## src/rtl/pipelined_barrel_shifter_pkg.sv

```systemverilog
// Shared definitions for the ALU shift path: op codes, legality check,
// direction helper and a width-generic bit-reverse.
package alu_shift_pkg;

  typedef logic [2:0] shift_op_t;

  localparam shift_op_t OP_SLL = 3'b000;
  localparam shift_op_t OP_SRL = 3'b001;
  localparam shift_op_t OP_SRA = 3'b010;
  localparam shift_op_t OP_ROL = 3'b011;
  localparam shift_op_t OP_ROR = 3'b101;

  // Widest operand the bit-reverse helper can handle.
  localparam int MAX_W = 256;

  function automatic logic is_legal_op(input shift_op_t op);
    return (op == OP_SLL) || (op == OP_SRL) || (op == OP_SRA) ||
           (op == OP_ROL) || (op == OP_ROR);
  endfunction

  // Ops that are computed on the mirrored operand.
  function automatic logic is_right_op(input shift_op_t op);
    return (op == OP_SRL) || (op == OP_SRA) || (op == OP_ROR);
  endfunction

  // Reverses the low w bits of d into the low w bits of the result.
  // The operand is first moved to the top so a full-width mirror lands it
  // at the bottom; callers truncate the result back to w bits.
  function automatic logic [MAX_W-1:0] bit_reverse(input logic [MAX_W-1:0] d,
                                                   input int w);
    logic [MAX_W-1:0] t;
    logic [MAX_W-1:0] r;
    t = d << (MAX_W - w);
    for (int i = 0; i < MAX_W; i++) begin
      r[i] = t[MAX_W-1-i];
    end
    return r;
  endfunction

endpackage

```

## src/rtl/pipelined_barrel_shifter_shift_stage.sv

```systemverilog
// One log2 step of the barrel shifter: optional left shift by 2^K,
// filling from the wrapped bits (rotate) or from a supplied fill bit.
module shift_stage #(
  parameter int WIDTH = 32,
  parameter int K     = 0
) (
  input  logic [WIDTH-1:0] data,
  input  logic             enable,
  input  logic             fill,
  input  logic             rotate,
  output logic [WIDTH-1:0] result
);

  localparam int S = 1 << K;

  logic [WIDTH-1:0] shifted;

  // Build the shifted word, then pick it only when this amount bit is set
  always_comb begin
    if (rotate) begin
      shifted = {data[WIDTH-S-1:0], data[WIDTH-1:WIDTH-S]};
    end else begin
      shifted = {data[WIDTH-S-1:0], {S{fill}}};
    end
    result = enable ? shifted : data;
  end

endmodule

```

## src/rtl/pipelined_barrel_shifter.sv

```systemverilog
// Pipelined barrel shifter for the ALU shift path. Stages run MSB-first;
// a register follows every REG_EVERY stages and the final stage. Each
// register slot has its own valid bit, and a slot accepts whenever it is
// empty or its contents move on, so bubbles collapse under back-pressure.
module pipelined_barrel_shifter
  import alu_shift_pkg::*;
#(
  parameter int WIDTH     = 32,
  parameter int REG_EVERY = 2,
  parameter int TAG_W     = 5
) (
  input  logic                     clock,
  input  logic                     reset_n,
  input  logic                     in_valid,
  output logic                     in_ready,
  input  logic [WIDTH-1:0]         in_data,
  input  logic [$clog2(WIDTH)-1:0] in_amt,
  input  shift_op_t                in_op,
  input  logic [TAG_W-1:0]         in_tag,
  output logic                     out_valid,
  input  logic                     out_ready,
  output logic [WIDTH-1:0]         out_data,
  output logic [TAG_W-1:0]         out_tag,
  output logic                     out_err
);

  localparam int SHAMT_W = $clog2(WIDTH);
  localparam int L       = (SHAMT_W + REG_EVERY - 1) / REG_EVERY;

  // Pipeline registers; index i is the register after group i.
  logic [WIDTH-1:0]   data_reg [L];
  logic [SHAMT_W-1:0] amt_reg  [L];
  shift_op_t          op_reg   [L];
  logic [TAG_W-1:0]   tag_reg  [L];
  logic [L-1:0]       fill_reg;
  logic [L-1:0]       err_reg;
  logic [L-1:0]       valid_reg;

  // Values presented to each register by its group of stages.
  logic [WIDTH-1:0]   nxt_data [L];
  logic [SHAMT_W-1:0] nxt_amt  [L];
  shift_op_t          nxt_op   [L];
  logic [TAG_W-1:0]   nxt_tag  [L];
  logic [L-1:0]       nxt_fill;
  logic [L-1:0]       nxt_err;
  logic [L-1:0]       nxt_valid;

  logic [L:0] adv;

  // Ready chain from the consumer back to the source, one slot at a time
  always_comb begin
    adv    = '0;
    adv[L] = out_ready;
    for (int i = L - 1; i >= 0; i--) begin
      adv[i] = !valid_reg[i] || adv[i+1];
    end
  end

  assign in_ready = adv[0];

  for (genvar gi = 0; gi < L; gi++) begin : g_grp
    localparam int TOP_K = SHAMT_W - 1 - gi * REG_EVERY;
    localparam int N     = (REG_EVERY < TOP_K + 1) ? REG_EVERY : TOP_K + 1;

    logic [WIDTH-1:0]   grp_data;
    logic [SHAMT_W-1:0] grp_amt;
    shift_op_t          grp_op;
    logic [TAG_W-1:0]   grp_tag;
    logic               grp_fill;
    logic               grp_err;
    logic               grp_rotate;
    logic [WIDTH-1:0]   chain [N+1];

    if (gi == 0) begin : g_src
      // Right-direction ops run through the left shifter on the mirrored operand;
      // SRA's sign bit is captured here and travels with the transaction.
      assign grp_data      = is_right_op(in_op) ? WIDTH'(bit_reverse(MAX_W'(in_data), WIDTH)) : in_data;
      assign grp_amt       = in_amt;
      assign grp_op        = in_op;
      assign grp_tag       = in_tag;
      assign grp_fill      = (in_op == OP_SRA) & in_data[WIDTH-1];
      assign grp_err       = !is_legal_op(in_op);
      assign nxt_valid[gi] = in_valid;
    end else begin : g_src
      assign grp_data      = data_reg[gi-1];
      assign grp_amt       = amt_reg[gi-1];
      assign grp_op        = op_reg[gi-1];
      assign grp_tag       = tag_reg[gi-1];
      assign grp_fill      = fill_reg[gi-1];
      assign grp_err       = err_reg[gi-1];
      assign nxt_valid[gi] = valid_reg[gi-1];
    end

    assign grp_rotate = (grp_op == OP_ROL) || (grp_op == OP_ROR);
    assign chain[0]   = grp_data;

    for (genvar si = 0; si < N; si++) begin : g_stage
      shift_stage #(
        .WIDTH (WIDTH),
        .K     (TOP_K - si)
      ) u_stage (
        .data   (chain[si]),
        .enable (grp_amt[TOP_K-si]),
        .fill   (grp_fill),
        .rotate (grp_rotate),
        .result (chain[si+1])
      );
    end

    if (gi == L - 1) begin : g_out
      // Un-mirror right-direction results and force illegal ops to zero
      assign nxt_data[gi] = grp_err ? '0 :
                            (is_right_op(grp_op) ? WIDTH'(bit_reverse(MAX_W'(chain[N]), WIDTH)) : chain[N]);
    end else begin : g_mid
      assign nxt_data[gi] = chain[N];
    end

    assign nxt_amt[gi]  = grp_amt;
    assign nxt_op[gi]   = grp_op;
    assign nxt_tag[gi]  = grp_tag;
    assign nxt_fill[gi] = grp_fill;
    assign nxt_err[gi]  = grp_err;
  end

  // Load each slot when it advances; payload only changes for a real transaction
  always_ff @(posedge clock or negedge reset_n) begin
    if (!reset_n) begin
      valid_reg <= '0;
      fill_reg  <= '0;
      err_reg   <= '0;
      for (int i = 0; i < L; i++) begin
        data_reg[i] <= '0;
        amt_reg[i]  <= '0;
        op_reg[i]   <= OP_SLL;
        tag_reg[i]  <= '0;
      end
    end else begin
      for (int i = 0; i < L; i++) begin
        if (adv[i]) begin
          valid_reg[i] <= nxt_valid[i];
          if (nxt_valid[i]) begin
            data_reg[i] <= nxt_data[i];
            amt_reg[i]  <= nxt_amt[i];
            op_reg[i]   <= nxt_op[i];
            tag_reg[i]  <= nxt_tag[i];
            fill_reg[i] <= nxt_fill[i];
            err_reg[i]  <= nxt_err[i];
          end
        end
      end
    end
  end

  assign out_valid = valid_reg[L-1];
  assign out_data  = data_reg[L-1];
  assign out_tag   = tag_reg[L-1];
  assign out_err   = err_reg[L-1];

endmodule

```

## config.mk

```make
export PLATFORM = sky130hd
export DESIGN_NAME = pipelined_barrel_shifter
export DESIGN_NICKNAME = d
export VERILOG_FILES = /design/src/rtl/pipelined_barrel_shifter_pkg.sv /design/src/rtl/pipelined_barrel_shifter_shift_stage.sv /design/src/rtl/pipelined_barrel_shifter.sv
export SDC_FILE = /design/constraint.sdc
export NUM_CORES = 1
export LEC_CHECK = 0
export BUFFER_PORTS_ARGS = -buffer_cell sky130_fd_sc_hd__buf_2
export CORE_MARGIN = 2
export CORE_UTILIZATION = 60
export CTS_CLUSTER_DIAMETER = 200
export DETAILED_ROUTE_END_ITERATION = 7
export PLACE_DENSITY = 0.79
export SLEW_MARGIN = 20
export SYNTH_ARGS = -nofsm -noshare
export SYNTH_HDL_FRONTEND = slang
export SYNTH_SLANG_ARGS = --single-unit
```

## constraint.sdc

```tcl
create_clock -name clock -period 2.4 [get_ports clock]
set_input_delay 0.48 -clock clock [delete_from_list [all_inputs] [get_ports clock]]
set_output_delay 0.48 -clock clock [all_outputs]
set_load 0.1 [all_outputs]
```

Yosys cells after proc, flatten, opt, wreduce, memory -nomap -nowiden
Cells that the tools add are included.
- register bits after elaboration: 129
- bits of input ports: 49
- output and inout bits: 40
- reduce and logical (&&, ||, !) cells: 22
- bitwise logic cells: 1
- equality and inequality tests: 10
- mux-type cells: 13
- operator list (operator ; count):
    2-to-1 mux 32 bit ; 8
    2-to-1 mux 16 bit ; 1
    equality test 3 x 2 -> 1 bit, second input constant ; 5
    logical OR 1 bit ; 14
    equality test 3 bit, second input constant ; 3
    2-to-1 mux 8 bit ; 1
    equality test 3 x 1 -> 1 bit, second input constant ; 2
    AND reduction 2 bit ; 3
    logical NOT 1 bit ; 4
    2-to-1 mux 4 bit ; 1
    logical NOT 3 bit ; 1
    2-to-1 mux 2 bit ; 1
    bitwise AND 1 bit ; 1
    2-to-1 mux 1 bit ; 1

Depth between registers and ports, before layout
Gate-level depths: netlist of the first run.
- depth after elaboration: 8
- gate-level depth with buffers: 8

Cells and area by module
A second synthesis of the first run with hierarchy kept.
- cells, all modules: 736
- area total of the unflattened synthesis: 9122.5 um^2
- modules (own cells, without submodules) (module ; instances ; area each (um^2) ; cells an instance):
    pipelined_barrel_shifter ; 1 ; 6338.6 ; 484
    shift_stage (g_grp[0].g_stage[0].u_stage) ; 1 ; 643.1 ; 74
    shift_stage (g_grp[2].g_stage[0].u_stage) ; 1 ; 544.3 ; 38
    shift_stage (g_grp[1].g_stage[0].u_stage) ; 1 ; 540.5 ; 45
    shift_stage (g_grp[1].g_stage[1].u_stage) ; 1 ; 535.5 ; 40
    shift_stage (g_grp[0].g_stage[1].u_stage) ; 1 ; 520.5 ; 55

Worst setup path before layout of the first run
OpenSTA, ideal clock, no wires.
- path type: register -> register
- start: reg valid_reg[2]
- end: reg data_reg (netlist bit g_grp[1].grp_data[24])
- path buffers: 2
- data arrival time: 3.605 ns
- cell stages (with the launch flop): 8
- setup time: 0.126 ns
- path slack: -1.331 ns
- path through: dfrtp_1 > nand4b_1 > and2_1 > clkbuf_1 > nand2_1 > buf_1 > nor2_1 > a221o_1
- longest elaborated chain between the ends: 5
- RTL lines (what ; RTL line ; RTL):
    from (decl) ; pipelined_barrel_shifter.sv:37 ; logic [L-1:0] valid_reg;
    from (signal, indexed assignment) ; pipelined_barrel_shifter.sv:140 ; valid_reg[i] <= nxt_valid[i];
    logical NOT 1 bit ; pipelined_barrel_shifter.sv:55 ; adv[i] = !valid_reg[i] || adv[i+1];
    logical OR 1 bit (3 in a row) ; pipelined_barrel_shifter.sv:55 ;
    via in_ready ; pipelined_barrel_shifter.sv:15 ; output logic in_ready,
    AND reduction 2 bit (no line) ; n/a ;
    to (signal, indexed assignment) ; pipelined_barrel_shifter.sv:142 ; data_reg[i] <= nxt_data[i];
    to (decl) ; pipelined_barrel_shifter.sv:31 ; logic [WIDTH-1:0] data_reg [L];
The timed path passes the listed nets, and every way through them passes these cells.
A chain may end at the register's enable or synchronous reset.

Worst setup path after layout of the first run
- start: reg amt_reg (netlist bit g_grp[1].grp_amt[1])
- end: reg data_reg (netlist bit g_grp[2].grp_data[9])
- longest elaborated chain between the ends: 1
- RTL lines (what ; RTL line ; RTL):
    from (decl) ; pipelined_barrel_shifter.sv:32 ; logic [SHAMT_W-1:0] amt_reg [L];
    from (signal, indexed assignment) ; pipelined_barrel_shifter.sv:143 ; amt_reg[i] <= nxt_amt[i];
    2-to-1 mux 32 bit ; pipelined_barrel_shifter_shift_stage.sv:25 ; result = enable ? shifted : data;
No other way between the ends.

==> results.cfg, run 1 <==
[route]
vias = 6400
vias_per_cell = 6.244
ant_nets = 0
wl_per_cell_um = 18.62
totalWireLength_um = 19090
drt_pass1_iterations = 6
drcViolationCount = 0
drt_iter0_markers = 391

[synth]
syn_nets = 816
synth_seq_cells = 129
yosysMostFrequentCell = dfrtp_1
yosysWarnings = 0
yosysSeqAreaShare_pct = 40.69
ys_top_cells_by_count = dfrtp_1, mux2i_1, nand2_1
synthCells = 767
avgSynthCellArea_um2 = 10.34
synthDistinctLibCells = 47
synth_top_flop_cell = dfrtp_1
synthArstFlopShare_pct = 100.0
synth_top_area_cell = dfrtp_1
synth-edff-count = 0
synth_top_area_share_pct = 40.69
netlist_area_um2 = 7934
synthTopCellsByArea = dfrtp_1, mux2i_1, mux2_2, mux4_2, nand2_1

[floorplan]
die_area_um2 = 14160
std_cell_rows = 42
start_util_pct = 60.63
die-width_um = 119.0
coreArea_um2 = 13090
chipHeight_um = 119.0
pin_count = 89

[placed_design]
port_buffers = 88
postPlaceCellArea_um2 = 8591
post-place-ws_ns = 0.03506
place_congestion = 0.8705
dp_cells = 993
post-dp-hpwl_um = 13860

[power]
p_comb_share_pct = 44.4
p_int_mw = 6.186
cellLeakagePower_nw = 4.362
netSwitchingFraction_pct = 44.50
power_density_nw_per_um2 = 1205
p_sw_mw = 4.960
power.total_mw = 11.15
ir_drop_mv = 0.5966
power_frac_seq_pct = 30.5
clkPwrFrac_pct = 25.2

[clock_network]
htree_levels = 4
clockRootBuffer = clkbuf_16
cts_setup_buffers = 0
cts_made_buffers = 17
cts.sinks = 129
post_cts_resize_count = 0
insertion_delay_ns = 0.41
cts.path.max_buffers = 2
holdBufCountCts = 0
cts_tree = built
path_clk_slew_ns = 0.06

[global_routing]
overflow = 0
grt_start_max_net_pins = 47
grt_pass1_vias = 6305
grt_use_total_pct = 27.76
antenna_found_initial = 0
grt_pass1_wl_um = 31760

[sta]
fin_crit_sh_pct = 84.67
hold_viol = 0
fmax_ghz = 0.4921
skew_ns = 0.01548
fin_tns_setup_ns = 0
period_needed_ns = 2.032
relSlewSlack_pct = 24.45
rsz0062_at_grt = false
finalSetupViolCount = 0
drv_slew = 0
setup_slack_ns = 0.3680
worstMarginPinSlew_ns = 1.129

[final_layout]
antennaDiodeCount = 0
multi_input_area_um2 = 4413
layout.nets = 885
drive_above_1_share_pct = 26.97
final-instance-count-excl-fill = 1025
seq_area_um2 = 3232
area_growth_pct = 16.56
design_area_um2 = 9248
nFillCells = 942
largest_register_ffs = 64

[worst_setup_path]
crit_top_cell = mux2i_1
rrSetupSlack_ns = 0.37
endpoint_kind = flip-flop
r2r_end = g_grp[2].grp_data[9]
reg2regPathDepth = 4
path_delay_family = flip-flops
r2r_start = g_grp[1].grp_amt[1]
cp_num_buf_inv = 1
slowest_stage = dfrtp_1
crit_arrival_ns = 2.32
cp_max_fo = 20
critical_path_class = flip-flop to flip-flop
cp.required_ns = 2.69
slowest_delay_ns = 0.82
cp_cell_sequence = buf_4 -> mux2i_1 -> mux2i_1 -> mux2_2
start_kind = flip-flop

[status]
outcome = completed

[job]
maxCapViolCount = 0

[hold_path]
hp-class = primary input to async pin
power groups by stage:
stage	logic, mW	registers (mW)	clock network [mW]
after floorplan	2.05	5.30	0
after global placement	4.79	3.37	0
after detailed placement	4.90	3.42	0
after CTS	4.95	3.39	2.83
after global routing	5.22	3.49	2.94
final	4.94	3.40	2.80
area by class of cell:
class                           count  area share (%)
Clock buffer                       19           4.790
Tap cell                          176           2.381
Sequential cell                   129           34.95
Timing Repair Buffer              120           7.658
Inverter                            6          0.2435
Multi-Input combinational cell    562           47.72
Clock inverter                     13           2.260
worst max path at each step:
stage                        start                    end  slack, ns  depth (start not counted)
3_5_place_dp              in_op[2]   g_grp[1].grp_data[7]       0.04                          6
2_1_floorplan         valid_reg[2]  g_grp[1].grp_data[30]      -0.52                          7
5_1_grt        g_grp[1].grp_amt[1]  g_grp[2].grp_data[15]       0.21                          4
3_3_place_gp              in_op[2]   g_grp[1].grp_data[7]       0.20                          6
6_report       g_grp[1].grp_amt[1]   g_grp[2].grp_data[9]       0.37                          4
4_1_cts               valid_reg[2]               in_ready       0.39                          2
stage by stage:
stage	utilization, %	hold slack, ns
after floorplan	-	0.1844
after global placement	65.65	0.4553
after detailed placement	65.65	0.4662
after CTS	70.63	0.07005
after global routing	70.67	0.09467
final	70.67	0.06303
cells by family after synthesis:
family	after synthesis	synth area share [%]
compound gates	218	19.57
simple gates	180	11.70
mux	161	23.55
flops	129	40.69
buf+inv	76	4.164
xor+xnor	3	0.3312
worst reg2reg max path, delay by kind of cell (launching register included):
kind | cells | cell delay (ns)
muxes | 3 | 0.71
DFF | 1 | 0.82
buffers and inverters | 1 | 0.38
layout by cell type, fill, tap and decap left out, types with 5 or more instances in the layout:
master     instances
a21oi_1           33
o211a_1           16
nand2_1           84
nand3b_1          22
a21boi_0           7
mux4_2            16
a221o_1           14
o21ai_0           62
buf_2             87
a22o_1            32
a211oi_1           6
buf_4             31
a22oi_1            7
nand2b_1           5
o22ai_1            8
nor2_1            17
inv_1              6
clkbuf_16         17
mux2_2            45
bufinv_16          5
o22a_1             7
o221a_2            8
nor2b_1           19
or3_1             16
mux2i_1           99
a311oi_1           5
dfrtp_1          128
routing by layer:
metal | up-vias | global-route usage (%) | wire (µm)
li1 | 3027 | - | -
met1 | 3132 | 37.11 | 8565
met2 | 213 | 46.19 | 9347
met3 | 28 | 3.831 | 851
met4 | 0 | 10.57 | 324
met5 | - | 0 | 0
Power figures use the tool's default switching activity.
==> inputs of run 2 (changes only) <==
CORE_UTILIZATION = 54   (was 60)
PLACE_DENSITY = 0.75   (was 0.79)
clock period = 1.8 ns   (was 2.4 ns; I/O delays follow)
==> run 2 against run 1 <==
Register-to-register slack worse by 0.33 ns. Fmax is 15% higher. Total power is 31% higher. Sequential power is 33% higher. Largest power group unchanged.
==> results.cfg, run 2 (synthesis results as in run 1) <==
[sta]
hold_slack_ns = 0.1398
hold_viol = 0
fmax_ghz = 0.5662
fin_crit_sh_pct = 98.11
skew_ns = 0.006710
period_needed_ns = 1.766
relSlewSlack_pct = 56.94
drv_slew = 0
setup_slack_ns = 0.03395
worstMarginPinSlew_ns = 0.6444
finalSetupViolCount = 0

[route]
drt_iter0_markers = 423
totalWireLength_um = 19530
ant_nets = 0
drcViolationCount = 0
vias = 6509
wl_per_cell_um = 18.53
vias_per_cell = 6.176
drt_pass1_iterations = 5

[global_routing]
grt_pass1_vias = 6477
antenna_found_initial = 0
grtUsageMet3_pct = 4.621
gr-usage-met1_pct = 34.53
met2_usage_pct = 41.30
grt_start_max_net_pins = 56
overflow = 0
gr-max-usage-layer = met2
grt_pass1_wl_um = 32910
grt_use_total_pct = 25.38

[worst_setup_path]
cp_max_fo = 6
start_kind = flip-flop
critical_path_class = flip-flop to flip-flop
cp_cell_sequence = xor2_2 -> and2_1 -> a311oi_2 -> o21ai_0 -> mux2_2
cp_num_buf_inv = 0
crit_arrival_ns = 2.06
slowest_delay_ns = 0.42
endpoint_kind = flip-flop
path_delay_family = compound AO/OA/AOI/OAI gates
cp.required_ns = 2.10
slowest_stage = dfrtp_1

[final_layout]
mostFrequentLayoutCell = dfrtp_1
nFillCells = 1114
final-instance-count-excl-fill = 1054
antennaDiodeCount = 0
layout_common_cells = dfrtp_1, mux2i_1, buf_2
layout.nets = 906
fin_util_pct = 66.11
area_growth_pct = 20.19
largest_register_ffs = 64
drive_above_1_share_pct = 29.08

[floorplan]
die-width_um = 125.2
die_area_um2 = 15680
chipHeight_um = 125.2
pin_count = 89
coreArea_um2 = 14420
std_cell_rows = 44
start_util_pct = 55.01

[placed_design]
dp_cells = 1021
post-place-ws_ns = -0.3875
place_congestion = 0.9127
post-dp-hpwl_um = 14280
port_buffers = 88

[clock_network]
cts_made_buffers = 17
cts_tree = built
insertion_delay_ns = 0.42
clockRootBuffer = clkbuf_16
cts_setup_buffers = 0
path_clk_slew_ns = 0.05
cts.sinks = 129
cts.path.max_buffers = 2
htree_levels = 4

[status]
outcome = completed

[power]
power.total_mw = 14.61
power_density_nw_per_um2 = 1533
ir_drop_mv = 0.9132
cellLeakagePower_nw = 4.508

[job]
maxCapViolCount = 0

[hold_path]
hp-class = primary input to flip-flop
run 2: cell types whose count changed in the layout (fill, tap and decap cells not counted), moves of 2 or more:
cell / before / now
buf_12: 2 / 13
buf_4: 31 / 40
clkinv_2: 2 / 6
a311oi_1: 5 / 2
a311oi_2: 0 / 3
clkinvlp_4: 3 / 0
bufinv_16: 5 / 3
clkbuf_1: 1 / 3
inv_6: 2 / 0
run 2: worst register-to-register path, cell delays in order (launching register included):
cell and delay, ns:
dfrtp_1 0.42, xor2_2 0.22, and2_1 0.26, a311oi_2 0.33, o21ai_0 0.15, mux2_2 0.28
run 2: repair_timing:
| action | in CTS | in global routing |
|---|---|---|
| pin swaps | 0 | 0 |
| resized for setup | 1 | 8 |
| endpoints found under the setup margin | 32 | 7 |
| endpoints found under the hold margin | 27 | 0 |
| hold buffers | 1 | 0 |
run 2: through the flow:
step / TNS [ns] / cell area (µm²)
after global placement: -5.749 / 8891
after detailed placement: -8.282 / 8891
after global routing: -0.01212 / 9535
final: 0 / 9535
after floorplan: -43.93 / 8023
after CTS: 0 / 9494
run 2: report_power, final:
part	switching (mW)	total (mW)	internal (mW)	leakage, nW
clock	1.19	3.39	2.20	0.294
sequential	0.721	4.51	3.79	1.60
combinational	4.64	6.71	2.07	2.62
run 2: area by class of cell:
class / count / area, µm² / area share, %
multi-input combinational: 562 / 4451 / 46.67
clock buffer: 21 / 450.4 / 4.724
clock inverter: 11 / 137.6 / 1.443
sequential: 129 / 3232 / 33.89
timing repair buffer: 141 / 1012 / 10.62
inverter: 6 / 22.52 / 0.2362
tap: 184 / 230.2 / 2.414
run 2: worst paths after layout:
check                               startpoint  cells past startpoint  slack, ns               endpoint
max reg2reg                 g_grp[1].grp_op[1]                      5       0.03   g_grp[2].grp_data[1]
max in group asynchronous              reset_n                      3       0.71  g_grp[2].grp_data[21]
min in group asynchronous              reset_n                      2       0.44    g_grp[1].grp_tag[3]
min                                  in_tag[1]                      3       0.14    g_grp[1].grp_tag[1]
max                         g_grp[1].grp_op[1]                      5       0.03   g_grp[2].grp_data[1]
min reg2reg                g_grp[1].grp_tag[3]                      2       0.48    g_grp[1].grp_tag[3]
run 2: metal layers:
layer  part of all wire (%)  wire, µm  vias up
met5                      0         0        -
met4                    1.8       351        0
met3                    5.5      1066       32
met2                     48      9418      242
met1                     45      8690     3162
li1                       -         -     3073
